**src/rtl/sram_sp_be_arb.sv**
```systemverilog
// sram_sp_be_arb: shares one bit-enable single-port SRAM (with written-flags) among NUM_REQ requesters.
// Latency: accept -> SRAM command 1 cycle; read accept -> rsp_val_o after 1+RD_LAT cycles, in order.
// Backpressure: req_rdy_o low during start_i, and for a read candidate while the tag FIFO is full.
// Optional: define SRAM_ARB_FIX_PRIO_EN for fixed priority (requester 0 highest) instead of round-robin.

// gen_fifo: small generic synchronous FIFO, head visible combinationally.
// Latency: push visible at head the cycle after the push edge.
// Backpressure: push ignored when full unless a pop happens in the same cycle; pop ignored when empty.
module gen_fifo #(
    parameter int WD    = 8,
    parameter int DEPTH = 4
) (
    input  logic          clk,
    input  logic          rstn,
    input  logic          push_vld,
    input  logic [WD-1:0] push_dat,
    input  logic          pop_rdy,
    output logic [WD-1:0] head_dat,
    output logic          full,
    output logic          empty
);
    localparam int AW = (DEPTH > 1) ? $clog2(DEPTH) : 1;
    localparam int CW = $clog2(DEPTH + 1);
    localparam logic [AW-1:0] LAST_PTR = AW'(DEPTH - 1);
    localparam logic [CW-1:0] FULL_CNT = CW'(DEPTH);

    logic [WD-1:0] mem [DEPTH];
    logic [AW-1:0] wr_ptr;
    logic [AW-1:0] rd_ptr;
    logic [CW-1:0] cnt;
    logic          do_push;
    logic          do_pop;

    assign empty    = (cnt == '0);
    assign full     = (cnt == FULL_CNT);
    assign do_pop   = pop_rdy && !empty;
    // When full, a simultaneous pop frees the head slot, which is exactly the slot the tail points at.
    assign do_push  = push_vld && (!full || do_pop);
    assign head_dat = mem[rd_ptr];

    // Storage: write the tail entry on push
    always_ff @(posedge clk or negedge rstn) begin
        if (!rstn) begin
            for (int i = 0; i < DEPTH; i++) begin
                mem[i] <= '0;
            end
        end else if (do_push) begin
            mem[wr_ptr] <= push_dat;
        end
    end

    // Pointers and occupancy count, wrapping at DEPTH (not necessarily a power of two)
    always_ff @(posedge clk or negedge rstn) begin
        if (!rstn) begin
            wr_ptr <= '0;
            rd_ptr <= '0;
            cnt    <= '0;
        end else begin
            if (do_push) begin
                wr_ptr <= (wr_ptr == LAST_PTR) ? '0 : wr_ptr + 1'b1;
            end
            if (do_pop) begin
                rd_ptr <= (rd_ptr == LAST_PTR) ? '0 : rd_ptr + 1'b1;
            end
            case ({do_push, do_pop})
                2'b10:   cnt <= cnt + 1'b1;
                2'b01:   cnt <= cnt - 1'b1;
                default: cnt <= cnt;
            endcase
        end
    end
endmodule

// sram_sp_be_arb: arbiter + command register + in-order read-response router for one SRAM.
// Latency: 1-cycle registered command; response 1+RD_LAT cycles after a read accept.
// Backpressure: per-requester req_rdy_o; start_i blocks all, full tag FIFO blocks reads only.
module sram_sp_be_arb #(
    parameter int NUM_REQ  = 2,
    parameter int SIZE     = 16,
    parameter int SIZE_WD  = $clog2(SIZE),
    parameter int SIZE_COL = 8,
    parameter int DATA_WD  = 32,
    parameter int MSK_WD   = DATA_WD / SIZE_COL,
    parameter int RD_LAT   = 1
) (
    input  logic                       clk,
    input  logic                       rstn,
    input  logic                       start_i,
    input  logic [NUM_REQ-1:0]         req_val_i,
    output logic [NUM_REQ-1:0]         req_rdy_o,
    input  logic [NUM_REQ-1:0]         req_rd_i,
    input  logic [NUM_REQ*SIZE_WD-1:0] req_adr_i,
    input  logic [NUM_REQ*MSK_WD-1:0]  req_msk_i,
    input  logic [NUM_REQ*DATA_WD-1:0] req_dat_i,
    output logic [NUM_REQ-1:0]         rsp_val_o,
    output logic [DATA_WD-1:0]         rsp_dat_o,
    output logic                       sram_start_o,
    output logic [SIZE_WD-1:0]         sram_adr_o,
    output logic [MSK_WD-1:0]          sram_wr_val_o,
    output logic [DATA_WD-1:0]         sram_wr_dat_o,
    output logic                       sram_rd_val_o,
    input  logic                       sram_rd_val_i,
    input  logic [DATA_WD-1:0]         sram_rd_dat_i
);
    localparam int PTR_WD     = $clog2(NUM_REQ);
    localparam int IDX_WD     = PTR_WD + 1;
    localparam int FIFO_DEPTH = RD_LAT + 2;
    localparam logic [IDX_WD-1:0] NUM_REQ_IDX  = IDX_WD'(NUM_REQ);
    localparam logic [PTR_WD-1:0] LAST_REQ_PTR = PTR_WD'(NUM_REQ - 1);

    typedef struct packed {
        logic               rd;
        logic [SIZE_WD-1:0] adr;
        logic [MSK_WD-1:0]  msk;
        logic [DATA_WD-1:0] dat;
    } req_t;

    typedef struct packed {
        logic               start;
        logic               rd_val;
        logic [MSK_WD-1:0]  wr_val;
        logic [SIZE_WD-1:0] adr;
        logic [DATA_WD-1:0] wr_dat;
    } cmd_t;

    req_t               req [NUM_REQ];
    req_t               cand;
    logic [PTR_WD-1:0]  ptr_q;
    logic [PTR_WD-1:0]  ptr_d;
    logic [IDX_WD-1:0]  idx_sum;
    logic [PTR_WD-1:0]  cand_idx;
    logic               cand_found;
    logic [NUM_REQ-1:0] grant;
    logic               accept;
    cmd_t               cmd_q;
    cmd_t               cmd_d;
    logic               tag_full;
    logic               tag_empty;
    logic [NUM_REQ-1:0] tag_head;

    // Unpack the flat request buses into per-requester records
    always_comb begin
        for (int k = 0; k < NUM_REQ; k++) begin
            req[k].rd  = req_rd_i[k];
            req[k].adr = req_adr_i[k*SIZE_WD +: SIZE_WD];
            req[k].msk = req_msk_i[k*MSK_WD +: MSK_WD];
            req[k].dat = req_dat_i[k*DATA_WD +: DATA_WD];
        end
    end

    // Candidate search: first valid requester at or above the pointer, wrapping around
    always_comb begin
        cand_found = 1'b0;
        cand_idx   = '0;
        idx_sum    = '0;
        for (int i = 0; i < NUM_REQ; i++) begin
            idx_sum = {1'b0, ptr_q} + IDX_WD'(i);
            if (idx_sum >= NUM_REQ_IDX) begin
                idx_sum = idx_sum - NUM_REQ_IDX;
            end
            if (!cand_found && req_val_i[idx_sum[PTR_WD-1:0]]) begin
                cand_found = 1'b1;
                cand_idx   = idx_sum[PTR_WD-1:0];
            end
        end
    end

    assign cand = req[cand_idx];

    // Grant the candidate unless a frame start is pending or a read would overflow the tag FIFO.
    // A blocked read candidate is not skipped: the pointer-order stays fair.
    always_comb begin
        grant = '0;
        if (cand_found && !start_i && !(tag_full && cand.rd)) begin
            grant[cand_idx] = 1'b1;
        end
    end

    assign req_rdy_o = grant;
    assign accept    = |grant;

    // Next arbitration pointer
    always_comb begin
        ptr_d = ptr_q;
`ifdef SRAM_ARB_FIX_PRIO_EN
        // Fixed priority: always search from requester 0.
        ptr_d = '0;
`else
        if (accept) begin
            ptr_d = (cand_idx == LAST_REQ_PTR) ? '0 : cand_idx + 1'b1;
        end
`endif
    end

    // Pointer register
    always_ff @(posedge clk or negedge rstn) begin
        if (!rstn) begin
            ptr_q <= '0;
        end else begin
            ptr_q <= ptr_d;
        end
    end

    // Next SRAM command: strobes default low, address/write data hold when idle.
    // The start pulse goes out alone since accept is impossible while start_i is high.
    always_comb begin
        cmd_d        = cmd_q;
        cmd_d.start  = start_i;
        cmd_d.rd_val = 1'b0;
        cmd_d.wr_val = '0;
        if (accept) begin
            cmd_d.adr = cand.adr;
            if (cand.rd) begin
                cmd_d.rd_val = 1'b1;
            end else begin
                cmd_d.wr_val = cand.msk;
                cmd_d.wr_dat = cand.dat;
            end
        end
    end

    // Command register driving the SRAM
    always_ff @(posedge clk or negedge rstn) begin
        if (!rstn) begin
            cmd_q <= '0;
        end else begin
            cmd_q <= cmd_d;
        end
    end

    assign sram_start_o  = cmd_q.start;
    assign sram_adr_o    = cmd_q.adr;
    assign sram_wr_val_o = cmd_q.wr_val;
    assign sram_wr_dat_o = cmd_q.wr_dat;
    assign sram_rd_val_o = cmd_q.rd_val;

    // Tag FIFO remembers which requester issued each outstanding read, in issue order
    gen_fifo #(
        .WD    (NUM_REQ),
        .DEPTH (FIFO_DEPTH)
    ) u_tag_fifo (
        .clk      (clk),
        .rstn     (rstn),
        .push_vld (accept && cand.rd),
        .push_dat (grant),
        .pop_rdy  (sram_rd_val_i),
        .head_dat (tag_head),
        .full     (tag_full),
        .empty    (tag_empty)
    );

    // Stray read data with nothing outstanding is not routed anywhere
    assign rsp_val_o = tag_empty ? '0 : (tag_head & {NUM_REQ{sram_rd_val_i}});
    assign rsp_dat_o = sram_rd_dat_i;
endmodule
```
**config.mk**
```make
export PLATFORM = sky130hd
export DESIGN_NAME = sram_sp_be_arb
export DESIGN_NICKNAME = d
export VERILOG_FILES = /design/src/rtl/sram_sp_be_arb.sv
export SDC_FILE = /design/constraint.sdc
export NUM_CORES = 1
export LEC_CHECK = 0
export BUFFER_PORTS_ARGS = -buffer_cell sky130_fd_sc_hd__buf_4
export CORE_MARGIN = 8
export CORE_UTILIZATION = 45
export CTS_CLUSTER_SIZE = 28
export DETAILED_ROUTE_END_ITERATION = 8
export PLACE_DENSITY = 0.87
export SYNTH_ARGS = -nofsm -noshare
export SYNTH_HDL_FRONTEND = slang
export SYNTH_SLANG_ARGS = --single-unit
```
**constraint.sdc**
```tcl
create_clock -name clk -period 3 [get_ports clk]
set_input_delay 0.15 -clock clk [delete_from_list [all_inputs] [get_ports clk]]
set_output_delay 0.15 -clock clk [all_outputs]
set_load 0.005 [all_outputs]
```
==> summary.md <==
| Metric | Value |
|---|---|
| Routability Congestion | around 0.75 |
| Syn Nets | 385 |
| Die height | roughly 95 µm |
| Cells after Synth | 264 |
| Vias in the first global route | between 2000 and 2500 |
| Core area | 6200 µm² |
| Worst ir drop on vdd | 319 µV |
| Tmin final | 2.15 ns |
| Worst setup EP type | primary output |
| RSZ-0062 raised after global routing | false |
| Main synth FF type | dfrtp_1 |
| CTS tree | yes |
| Mapped Area | 2830 µm² |
| Internal Pwr Total | 1760 µW |
| Post-synth top area share | 48.6% |
| Critical Path Start | ptr_q$_DFFE_PN0P_ |
| Worst Clk Skew | about 0.0053 ns |
| Clock-pin slew on the worst setup and hold paths | 0.09 ns |
| Pre-CTS WS | 0.935 ns |
| Initial Utilization | 45.7% |
| Flops & latches, synth | 55 |
| Most area-consuming cells after synthesis | dfrtp_1, mux2i_1, buf_4, a21oi_1, nor2_1 |
| Crit-path most repeated cell | buf_4 |
| Status | complete, no violations |
| First-pass GRT wire length | about 11000 µm |
| Die ar. | 9090 µm² |
| Initial DRC count | 31 |
| Class of the worst hold path | in -> reg |
| Sequential area share after synthesis | 48.6% |
| N_diodes | 0 |
| Buf+Inv Stages, Crit Path | 3 |
| CTS Buffer Depth | 2 |
| CTS Buf Count | 5 |
| Clock share of power | between 10% and 20% |
| Switching Share | 31.4% |
| Area growth from synthesis to layout | 33.7% |
| Post-layout util | about three fifths |
| First-pass DRT Iterations | 4 |
| Worst hold slack | 0.105 ns |
| Static Leak | 0.00192 µW |
| Power Density | 678 nW/µm² |
| CTS sink cnt | 55 |
| DP HPWL | roughly 5600 µm |
| Mean area per synthesized cell | approximately 11 µm² |
| CP arrival | 2.00 ns |
| Critical Path Max Stage Delay | 0.57 ns |
| Hold-fix buffers at CTS | 2 |
| Io pins | 198 |
| Async SR Flop Fraction | 100% |
| Final WS setup | 0.854 ns |
| CP required | 2.85 ns |
| Total gr overflow | 0 |
| # port buffers | 133 |
| Critical path cell sequence | o21ai_4 -> buf_4 -> or2_2 -> inv_1 -> buf_4 |
| Sw Pwr | a little over 800 µW |
| Routed via count | 2210 |
| Crit Path Class | reg -> out |
| Sequential share of power | 45.0% |
| Crit-path slowest cell | buf_4 |
| Hold Crit Start | req_msk_i[4] |
| Max-slew violation count | 0 |
| Cell class contributing the biggest share of worst-path delay | buffers and inverters |
| Post-CTS setup buffers | 0 |
| Fmax | 466 MHz |
| Synth cell types | 33 |
| EDFF count, synth | 0 |
| Worst-Skew Late Latency | 0.30 ns |
| Combinational power share | 38.0% |
| GRT Overall Usage | 15.1% |
| Synth area leader | dfrtp_1 |
| Share of cells above drive strength 1 | 45.0% |
| Hold Vio Cnt, Final | 0 |
| Worst-Margin Slew | 0.698 ns |
| Worst r2r src | ptr_q$_DFFE_PN0P_ |
| DRC violations left | 0 |
| Largest net degree at the start of global routing | 56 |
| Total Wirelength | 7100 µm |
| Site Rows | 29 |
| Setup TNS | 0 ns |
| Htree depth | 2 |
| Root Driver | clkbuf_8 |
| Routed wire length per instance | 16.0 µm |
| Post-layout net count | 487 |
| Post-CTS resize count | 0 |
| # setup viols final | 0 |
| Routed Antenna Nets | 0 |
| Crit share post-route | 71.5% |
| Max_slew headroom | 53.5% |
| CP Max Fanout | 43 |
| Die width | 95.3 µm |
| Crit start category | flop |
| Antenna violations before repair | 0 |
| Max cap viols | 0 |
| Via density | 4.98 |
| Total of warnings raised by yosys | 0 |
==> power groups by stage <==
stage          sequential (µW)  combinational, µW  clock [µW]
2_1_floorplan             1160                528           0
3_3_place_gp              1160                962           0
3_5_place_dp              1170                993           0
4_1_cts                   1160                996         458
5_1_grt                   1190               1080         484
6_report                  1160                975         438
==> metrics by stage <==
step                      instance area (µm²)  cells  total power (µW)
after floorplan                          2830    264              1680
after global placement                   3670    434              2120
after detailed placement                 3670    434              2160
after CTS                                3790    444              2610
after global routing                     3790    444              2750
final                                    3790    444              2570
==> metal layers <==
| metal | up-vias | share of wire (%) | GRT usage, % |
|---|---|---|---|
| li1 | 1072 | - | - |
| met1 | 1019 | 39 | 16.7 |
| met2 | 96 | 48 | 24.1 |
| met3 | 23 | 9.7 | 6.85 |
| met4 | 0 | 3.1 | 7.28 |
| met5 | - | 0 | 0 |
==> layout make-up <==
class / instances / area (µm²)
clock buffer: 8 / 100
fill: 538 / 2420
inverter: 5 / 18.8
multi-input combinational: 161 / 1160
sequential: 55 / 1380
tap: 77 / 96.3
timing repair buffer: 138 / 1040
==> sequential cells by signal, indices dropped and copies added (netlist names) <==
| name | cells |
|---|---|
| sram_wr_dat_o | 32 |
| u_tag_fifo.mem | 6 |
| sram_adr_o | 4 |
| sram_wr_val_o | 4 |
| u_tag_fifo.cnt | 2 |
| u_tag_fifo.rd_ptr | 2 |
| u_tag_fifo.wr_ptr | 2 |
| ptr_q | 1 |
| sram_rd_val_o | 1 |
| sram_start_o | 1 |
==> worst register-to-register path, delay by kind of cell (launching register included) <==
| family | cells | cell delay [ns] |
|---|---|---|
| multiplexers | 2 | 0.73 |
| buffers and inverters | 1 | 0.57 |
| flip-flops | 1 | 0.46 |
| AO/OA/AOI/OAI | 1 | 0.19 |
==> cell families (layout without fill, tap and decap cells) <==
| family | Yosys count | after routing | synth area share [%] |
|---|---|---|---|
| AOI/OAI and AO/OA | 47 | 47 | 9.67 |
| adders and majority gates | 1 | 1 | 0.442 |
| buffers and inverters | 48 | 151 | 11.0 |
| and+or+nand+nor | 56 | 56 | 9.50 |
| xor gates and xnor gates | 3 | 3 | 0.928 |
| muxes | 54 | 54 | 19.9 |
| DFF | 55 | 55 | 48.6 |
==> layout by cell type, fill, tap and decap left out, drive strengths merged, types with 4 or more instances in the layout <==
master | synthesis | routed
nor2 | 40 | 40
a21o | 4 | 4
mux2i | 39 | 39
inv | 5 | 5
a21oi | 37 | 37
mux2 | 15 | 15
dfrtp | 55 | 55
buf | 39 | 136
clkbuf | 4 | 8
nor2b | 5 | 5
==> worst paths after layout <==
kind / slack (ns) / endpoint / depth (start not counted)
hold reg to reg: 0.51 / sram_adr_o[3]$_DFFE_PN0P_ / 1
min in group asynchronous: 0.42 / u_tag_fifo.cnt[0]$_DFFE_PN0P_ / 2
setup / recovery: 0.85 / req_rdy_o[1] / 5
max in group asynchronous: 2.11 / sram_adr_o[3]$_DFFE_PN0P_ / 2
hold / removal: 0.11 / sram_wr_val_o[0]$_DFF_PN0_ / 3
setup reg to reg: 0.94 / sram_adr_o[2]$_DFFE_PN0P_ / 4
==> cell usage after synthesis, types with 2 or more instances <==
library cell   n
nor2_1        40
clkbuf_1       4
nor2b_1        5
a21o_1         4
mux2_2        13
nand2b_1       2
a21oi_1       37
xnor2_1        2
buf_2          6
inv_1          4
dfrtp_1       55
mux2i_1       38
buf_4         33
mux2_1         2
No activity file was read; power rests on OpenSTA's default activity.
